<file path="src/rtl/param_data_memory.sv">
// Byte-enabled word memory with a fixed-latency in-order response pipe
// and an optional zero-fill sweep after reset.
module param_data_memory #(
  parameter int DATA_WIDTH     = 32,
  parameter int ADDR_WIDTH     = 7,
  parameter int DEPTH          = 128,
  parameter int READ_LATENCY   = 1,
  parameter bit CLEAR_ON_RESET = 1'b1
) (
  input  logic                    clock,
  input  logic                    reset,
  input  logic                    req_valid,
  output logic                    req_ready,
  input  logic                    req_write,
  input  logic [ADDR_WIDTH-1:0]   req_addr,
  input  logic [DATA_WIDTH-1:0]   req_wdata,
  input  logic [DATA_WIDTH/8-1:0] req_be,
  output logic                    resp_valid,
  output logic                    resp_write,
  output logic [DATA_WIDTH-1:0]   resp_rdata,
  output logic                    resp_err,
  output logic                    busy
);

  localparam int BE_W = DATA_WIDTH / 8;
  localparam int RL   = READ_LATENCY;

  localparam logic [ADDR_WIDTH:0] DEPTH_W =
    (ADDR_WIDTH + 1)'(DEPTH);
  localparam logic [ADDR_WIDTH-1:0] LAST_PTR =
    ADDR_WIDTH'(DEPTH - 1);

  typedef enum logic {
    ST_IDLE  = 1'b0,
    ST_CLEAR = 1'b1
  } state_e;

  state_e state_q, state_d;

  logic [ADDR_WIDTH-1:0] ptr_q, ptr_d;
  logic [DATA_WIDTH-1:0] mem_q [DEPTH];

  logic                  accept;
  logic                  in_range;
  logic                  mem_we;
  logic [ADDR_WIDTH-1:0] mem_wa;
  logic [DATA_WIDTH-1:0] mem_wd;
  logic [BE_W-1:0]       mem_wbe;

  logic [RL-1:0]         vld_q, vld_d;
  logic [RL-1:0]         wr_q, wr_d;
  logic [RL-1:0]         err_q, err_d;
  logic [DATA_WIDTH-1:0] data_q [RL];
  logic [DATA_WIDTH-1:0] data_d [RL];

  assign req_ready = (state_q == ST_IDLE);
  assign busy      = (state_q == ST_CLEAR);
  assign accept    = req_valid & req_ready & ~reset;
  assign in_range  = {1'b0, req_addr} < DEPTH_W;

  always_comb begin
    state_d = state_q;
    ptr_d   = ptr_q;
    mem_we  = 1'b0;
    mem_wa  = ptr_q;
    mem_wd  = '0;
    mem_wbe = '1;
    unique case (state_q)
      ST_CLEAR: begin
        mem_we = 1'b1;
        ptr_d  = ptr_q + 1'b1;
        if (ptr_q == LAST_PTR) begin
          state_d = ST_IDLE;
          ptr_d   = '0;
        end
      end
      ST_IDLE: begin
        if (accept && req_write && in_range) begin
          mem_we  = 1'b1;
          mem_wa  = req_addr;
          mem_wd  = req_wdata;
          mem_wbe = req_be;
        end
      end
      default: ;
    endcase
  end

  // Stage 0 captures the read word at acceptance; later stages only delay.
  always_comb begin
    vld_d     = '0;
    wr_d      = '0;
    err_d     = '0;
    for (int i = 0; i < RL; i++) begin
      data_d[i] = '0;
    end
    vld_d[0] = accept;
    wr_d[0]  = accept & req_write;
    err_d[0] = accept & ~in_range;
    if (accept && !req_write && in_range) begin
      data_d[0] = mem_q[req_addr];
    end
    for (int i = 1; i < RL; i++) begin
      vld_d[i]  = vld_q[i-1];
      wr_d[i]   = wr_q[i-1];
      err_d[i]  = err_q[i-1];
      data_d[i] = data_q[i-1];
    end
  end

  always_ff @(posedge clock) begin
    if (reset) begin
      state_q <= CLEAR_ON_RESET ? ST_CLEAR : ST_IDLE;
      ptr_q   <= '0;
      vld_q   <= '0;
      wr_q    <= '0;
      err_q   <= '0;
      for (int i = 0; i < RL; i++) begin
        data_q[i] <= '0;
      end
    end else begin
      state_q <= state_d;
      ptr_q   <= ptr_d;
      vld_q   <= vld_d;
      wr_q    <= wr_d;
      err_q   <= err_d;
      for (int i = 0; i < RL; i++) begin
        data_q[i] <= data_d[i];
      end
    end
  end

  always_ff @(posedge clock) begin
    if (!reset && mem_we) begin
      for (int b = 0; b < BE_W; b++) begin
        if (mem_wbe[b]) begin
          mem_q[mem_wa][8*b +: 8] <= mem_wd[8*b +: 8];
        end
      end
    end
  end

  assign resp_valid = vld_q[RL-1];
  assign resp_write = wr_q[RL-1];
  assign resp_err   = err_q[RL-1];
  assign resp_rdata = data_q[RL-1];

endmodule

</file>
<file path="config.mk">
export PLATFORM = sky130hd
export DESIGN_NAME = param_data_memory
export DESIGN_NICKNAME = d
export VERILOG_FILES = /design/src/rtl/param_data_memory.sv
export SDC_FILE = /design/constraint.sdc
export NUM_CORES = 2
export LEC_CHECK = 0
export BUFFER_PORTS_ARGS = -buffer_cell sky130_fd_sc_hd__buf_2
export CAP_MARGIN = 10
export CORE_UTILIZATION = 51
export CTS_BUF_LIST = sky130_fd_sc_hd__clkbuf_16
export CTS_CLUSTER_SIZE = 20
export DETAILED_ROUTE_END_ITERATION = 16
export HOLD_SLACK_MARGIN = 0.1
export PLACE_DENSITY = 0.65
export SKIP_CTS_REPAIR_TIMING = 1
export SYNTH_ARGS = -nofsm -noshare
export SYNTH_HDL_FRONTEND = slang
export SYNTH_MEMORY_MAX_BITS = 65536
export SYNTH_SLANG_ARGS = --single-unit
</file>
<file path="constraint.sdc">
create_clock -name clock -period 4.4 [get_ports clock]
set_input_delay 0.66 -clock clock [delete_from_list [all_inputs] [get_ports clock]]
set_output_delay 0.66 -clock clock [all_outputs]
set_load 0.01 [all_outputs]
</file>
# Word-level counts from Yosys, hierarchy flattened
# Memories as Yosys holds them, arrays and structs flattened.
# Index checks and enable logic that the tools add are counted.
dict set report totals {
  output_inout_bits 37
  inputBits 47
  n_memories 2
  mem_bits_rw 4128
  reg_bits 10
}
# memory depth width rd rd_clocked_by_memory_dff wr line_no
set memory_table {}
lappend memory_table {mem_q 128 32 1 0 1 41} ;# logic [DATA_WIDTH-1:0] mem_q [DEPTH];
lappend memory_table {data_q 1 32 1 0 1 53} ;# logic [DATA_WIDTH-1:0] data_q [RL];
dict set report op_classes {
  mux 29
  addsub 1
  eq_ne 1
  bitwise 5
  n_reduce_logical 6
}
# cell count
set op_table {}
lappend op_table {{32-bit two-way mux} 4}
lappend op_table {{32-bit OR reduction} 1}
lappend op_table {{7-bit two-way mux} 3}
lappend op_table {{1-bit two-way mux} 19}
lappend op_table {{4-bit two-way mux} 2}
lappend op_table {{7-bit by 1-bit adder with 7-bit output, second input constant} 1}
lappend op_table {{7-bit equality test, second input constant} 1}
lappend op_table {{1-bit bitwise AND} 3}
lappend op_table {{1-bit logical AND} 3}
lappend op_table {{1-bit logical NOT} 2}
lappend op_table {{1-bit NOT} 2}
lappend op_table {{1-bit case mux with 2 select lines} 1}

# Longest topological paths before layout
dict set report logic_depth {
  depth_word 9
  ltp_mapped 12
  mapped_depth_nobuf 7
}

# Least setup slack after synthesis
# Ideal clock, no wire load.
dict set report synth_path {
  path_type {input to register}
  from {input reset}
  to {memory mem_q[0][22] (data pin)}
  t_required_ns 3.863
  path_buffers 2
  stages 4
  setup_ns 0.537
  setup_slack_ns 0.788
  t_arrival_ns 3.076
  path_cell_list {buf_2 -> nor3b_2 -> clkbuf_1 -> and3_1}
}
dict set report synth_via {
  elab_chain_len 5
}
# element line_no
set synth_lines {}
lappend synth_lines {{from (decl)} 11} ;# input logic reset,
lappend synth_lines {{1-bit NOT} 58} ;# assign accept = req_valid & req_ready & ~reset;
lappend synth_lines {{1-bit bitwise AND} 58}
lappend synth_lines {{1-bit logical AND} 78} ;# if (accept && req_write && in_range) begin
lappend synth_lines {{32-bit two-way mux} 78}
lappend synth_lines {{32-bit two-way mux} 68} ;# unique case (state_q)
lappend synth_lines {{via mem_wd[22]} 47} ;# logic [DATA_WIDTH-1:0] mem_wd;
lappend synth_lines {{to (decl)} 41}
# The timed path passes the listed nets, and every way through them passes these cells.

# Final worst setup path
dict set report layout_path {
  from {register state_q (netlist: busy)}
  to {memory data_q[0][22]}
}
dict set report layout_via {
  elab_chain_len 6
}
# element line_no
set layout_lines {}
lappend layout_lines {{from (decl)} 38} ;# state_e state_q, state_d;
lappend layout_lines {{from (signal assigned)} 113} ;# state_q <= CLEAR_ON_RESET ? ST_CLEAR : ST_IDLE;
lappend layout_lines {{from (signal assigned)} 122} ;# state_q <= state_d;
lappend layout_lines {{1-bit NOT} --}
lappend layout_lines {{1-bit bitwise AND (2 in series)} 58}
lappend layout_lines {{1-bit logical AND} 100} ;# if (accept && !req_write && in_range) begin
lappend layout_lines {{32-bit two-way mux} 100}
lappend layout_lines {{32-bit two-way mux (no source line)} --}
lappend layout_lines {{to (decl)} 53}
# Every way passes these cells.

==> results.ini <==
[outcome]
run_status = complete, no violations

[synth]
seq_area_frac_synth = 0.7742
synth_seq_cells = 4138
synth_nets = 7770
synth.distinct_cells = 63
yosysMostFrequentCell = edfxtp_1
netlist.area_leader.share = 0.7689
synth_enable_flop_cells = 4096
synth.cells.most_frequent = 4096 x edfxtp_1, 871 x mux4_2, 636 x nor2_1, 370 x mux2i_1, 201 x a22oi_1
synth_area_um2 = 160000
synth-async-reset-ratio = 0
yosysWarnings = 0
syn_inst = 7722
syn_avg_cell_area_um2 = 20.71
synth_area_leaders = edfxtp_1 77%, mux4_2 12%, mux2i_1 2.3%
synthFlopType = edfxtp_1
yosysTopAreaCell = edfxtp_1

[floorplanning]
fp.coreArea_um2 = 311900
die_h_um = 562.0
dieArea_um2 = 315900
fp.dieW_um = 562.0
start_util = 0.5129
ioPinCount = 84
num_rows = 205

[worst_setup_path]
max_stage_delay_ns = 0.81
path_class = reg2reg
crit_path_start_kind = flop
cp_slowest_cell = a2111oi_0
cp.required_ns = 5.22
rr_startpoint = busy
end_kind = flop
critical_path.most_common_cell = buf_4
rr_endpoint = data_q[0][22]
path_cells = buf_4 > and4b_1 > nand3_2 > buf_4 > o22ai_1 > a2111oi_0 > buf_4 > nor3b_1 > o311ai_1
reg2reg_depth = 9
r2r_slack_ns = 0.12
crit_fanout = 13
cp_data_arrival_time_ns = 5.09

[routing]
first_pass_iters = 6
post_drt_wl_per_cell_um = 33.23
drt_wl_total_um = 427100
drc = 0
avgViaCountPerCell = 6.354
antenna_left = 0
drt_iter0_drc = 10880
vias = 81684

[cells_and_area]
drive_above_1_share = 0.2553
area_growth_pct = 14.11
fillCellCount = 22342
multi_input_area_um2 = 34140
final_area_um2 = 182500
fin_nets = 8394
final_cells = 12855
register_area_um2 = 123800
final_util = 0.5852

[timing]
fin_crit_sh = 0.9716
holdWs_ns = 0.1238
worst_pin_slew_ns = 1.310
grt_setup_unrepaired = false
period_minus_slack_ns = 4.275
drv_slew = 0
setup_ws_ns = 0.1249
finalSetupViolations = 0
fin_skew_ns = 0.05036
slew_headroom = 0.1239
hold_viol = 0
max_freq_mhz = 233.9

[cts]
cts_tree = yes
cts_htree_levels = 5
clock_path_buffers = 4
cts-root-buf = clkbuf_16
clk_pin_slew_ns = 0.07
clkLatencyLatePin_ns = 0.98
cts_num_sinks = 4138
cts_buffers = 402

[placement]
gp_congestion = 0.9002
dp_hpwl_um = 270400
dp.cells = 12081
place_area_um2 = 169200
portBuffers = 82
pre_cts_ws_ns = -0.1176

[power_and_ir_drop]
comb_power_share = 0.033
ir_drop_mv = 0.3397
power_frac_seq = 0.535
internal_power_uw = 63210
power.clock.fraction = 0.432
switching_share = 0.2080
power_density_nw_per_um2 = 437.2
p_sw_uw = 16600
leakage_uw = 0.05775

[grt]
grt_pass1_wl_um = 606100
grt_usage = 0.2700
grt_max_degree = 129
grt.overflow.total = 0
grt_pass1_vias = 81628
grt_antenna_before_repair = 46

[run]
max_cap_violations = 0

[min_path]
hp-start = reset
min_path_cells = 2
whs_endpoint = ptr_q[2]
hold_path_class = in2reg

## how the worst max path moves through the flow
stage                 from            end  slack (ns)  cells past startpoint
2_1_floorplan        reset   mem_q[0][22]        0.79                      4
3_3_place_gp   req_addr[0]  data_q[0][17]       -0.14                      9
3_5_place_dp   req_addr[0]  data_q[0][17]       -0.12                      9
4_1_cts               busy  data_q[0][31]        0.22                      7
5_1_grt               busy  data_q[0][23]        0.17                      9
6_report              busy  data_q[0][22]        0.12                      9
## worst max-delay path, delay by kind of cell, from the launching register on
family,cells,cell delay (ns)
flops,1,0.78
compound gates,3,1.12
buf+inv,3,0.96
simple gates,3,1.24
## area by class of cell
type	count	area share
repair buffers	683	0.03256
flip-flops and latches	4138	0.6784
diodes	31	0.0004250
well taps	4140	0.02838
clock buffers	404	0.05538
inverters	33	0.0007060
multi-input cells	3088	0.1870
clock inverters	338	0.01711
## registers in the layout, indices dropped and copies added, names as in the netlist
| signal | cells |
|---|---|
| mem_q | 4096 |
| ptr_q | 7 |
| resp_valid | 1 |
| data_q | 32 |
| busy | 1 |
| resp_write | 1 |
## power by group through the flow
stage / Combinational (µW) / Clock, µW / Sequential (µW)
2_1_floorplan: 1550 / 0 / 43500
3_3_place_gp: 2610 / 0 / 43500
3_5_place_dp: 2630 / 0 / 43600
4_1_cts: 2630 / 34800 / 42700
5_1_grt: 2720 / 36300 / 42700
6_report: 2630 / 34500 / 42700
## kinds of logic after synthesis
family,after synthesis,share of synthesized area
DFF,4138,0.7742
buffers and inverters,496,0.01547
xor gates and xnor gates,4,0.0002191
other,1,0.00002344
AOI/OAI and AO/OA,749,0.03409
adders and majority gates,1,0.00007821
muxes,1243,0.1459
and+or+nand+nor,1090,0.03000
## metal layers
layer  wire length (µm)  vias to the layer above  part of all wire  GRT usage
met5                126                        -           0.00029          0
met4              16570                       18             0.039    0.09973
met3              40630                      722             0.095    0.05328
met2             205900                     4271              0.48     0.4273
met1             163900                    43262              0.38     0.3757
li1                   -                    33411                 -          -
## through the flow
step,setup TNS [ns],total power (µW)
2_1_floorplan,0,45090
3_3_place_gp,-0.2592,46160
3_5_place_dp,-0.2488,46180
4_1_cts,0,80160
5_1_grt,0,81670
6_report,0,79810
## layout by cell type (no fill, tap or decap), types with 50 or more instances in the layout
master     count
nor2_1       626
mux4_2       871
a221o_1       50
o22ai_1       88
nand2_1      179
a21oi_1       62
a211oi_1      53
a22oi_1      201
edfxtp_1    4096
buf_2         77
clkbuf_16    404
inv_1         98
buf_4        524
mux2i_1      369
clkinv_2      66
nor2b_1       55
o21ai_0      103
buf_12        79
clkinv_1     107
Power figures use the tool's default switching activity.
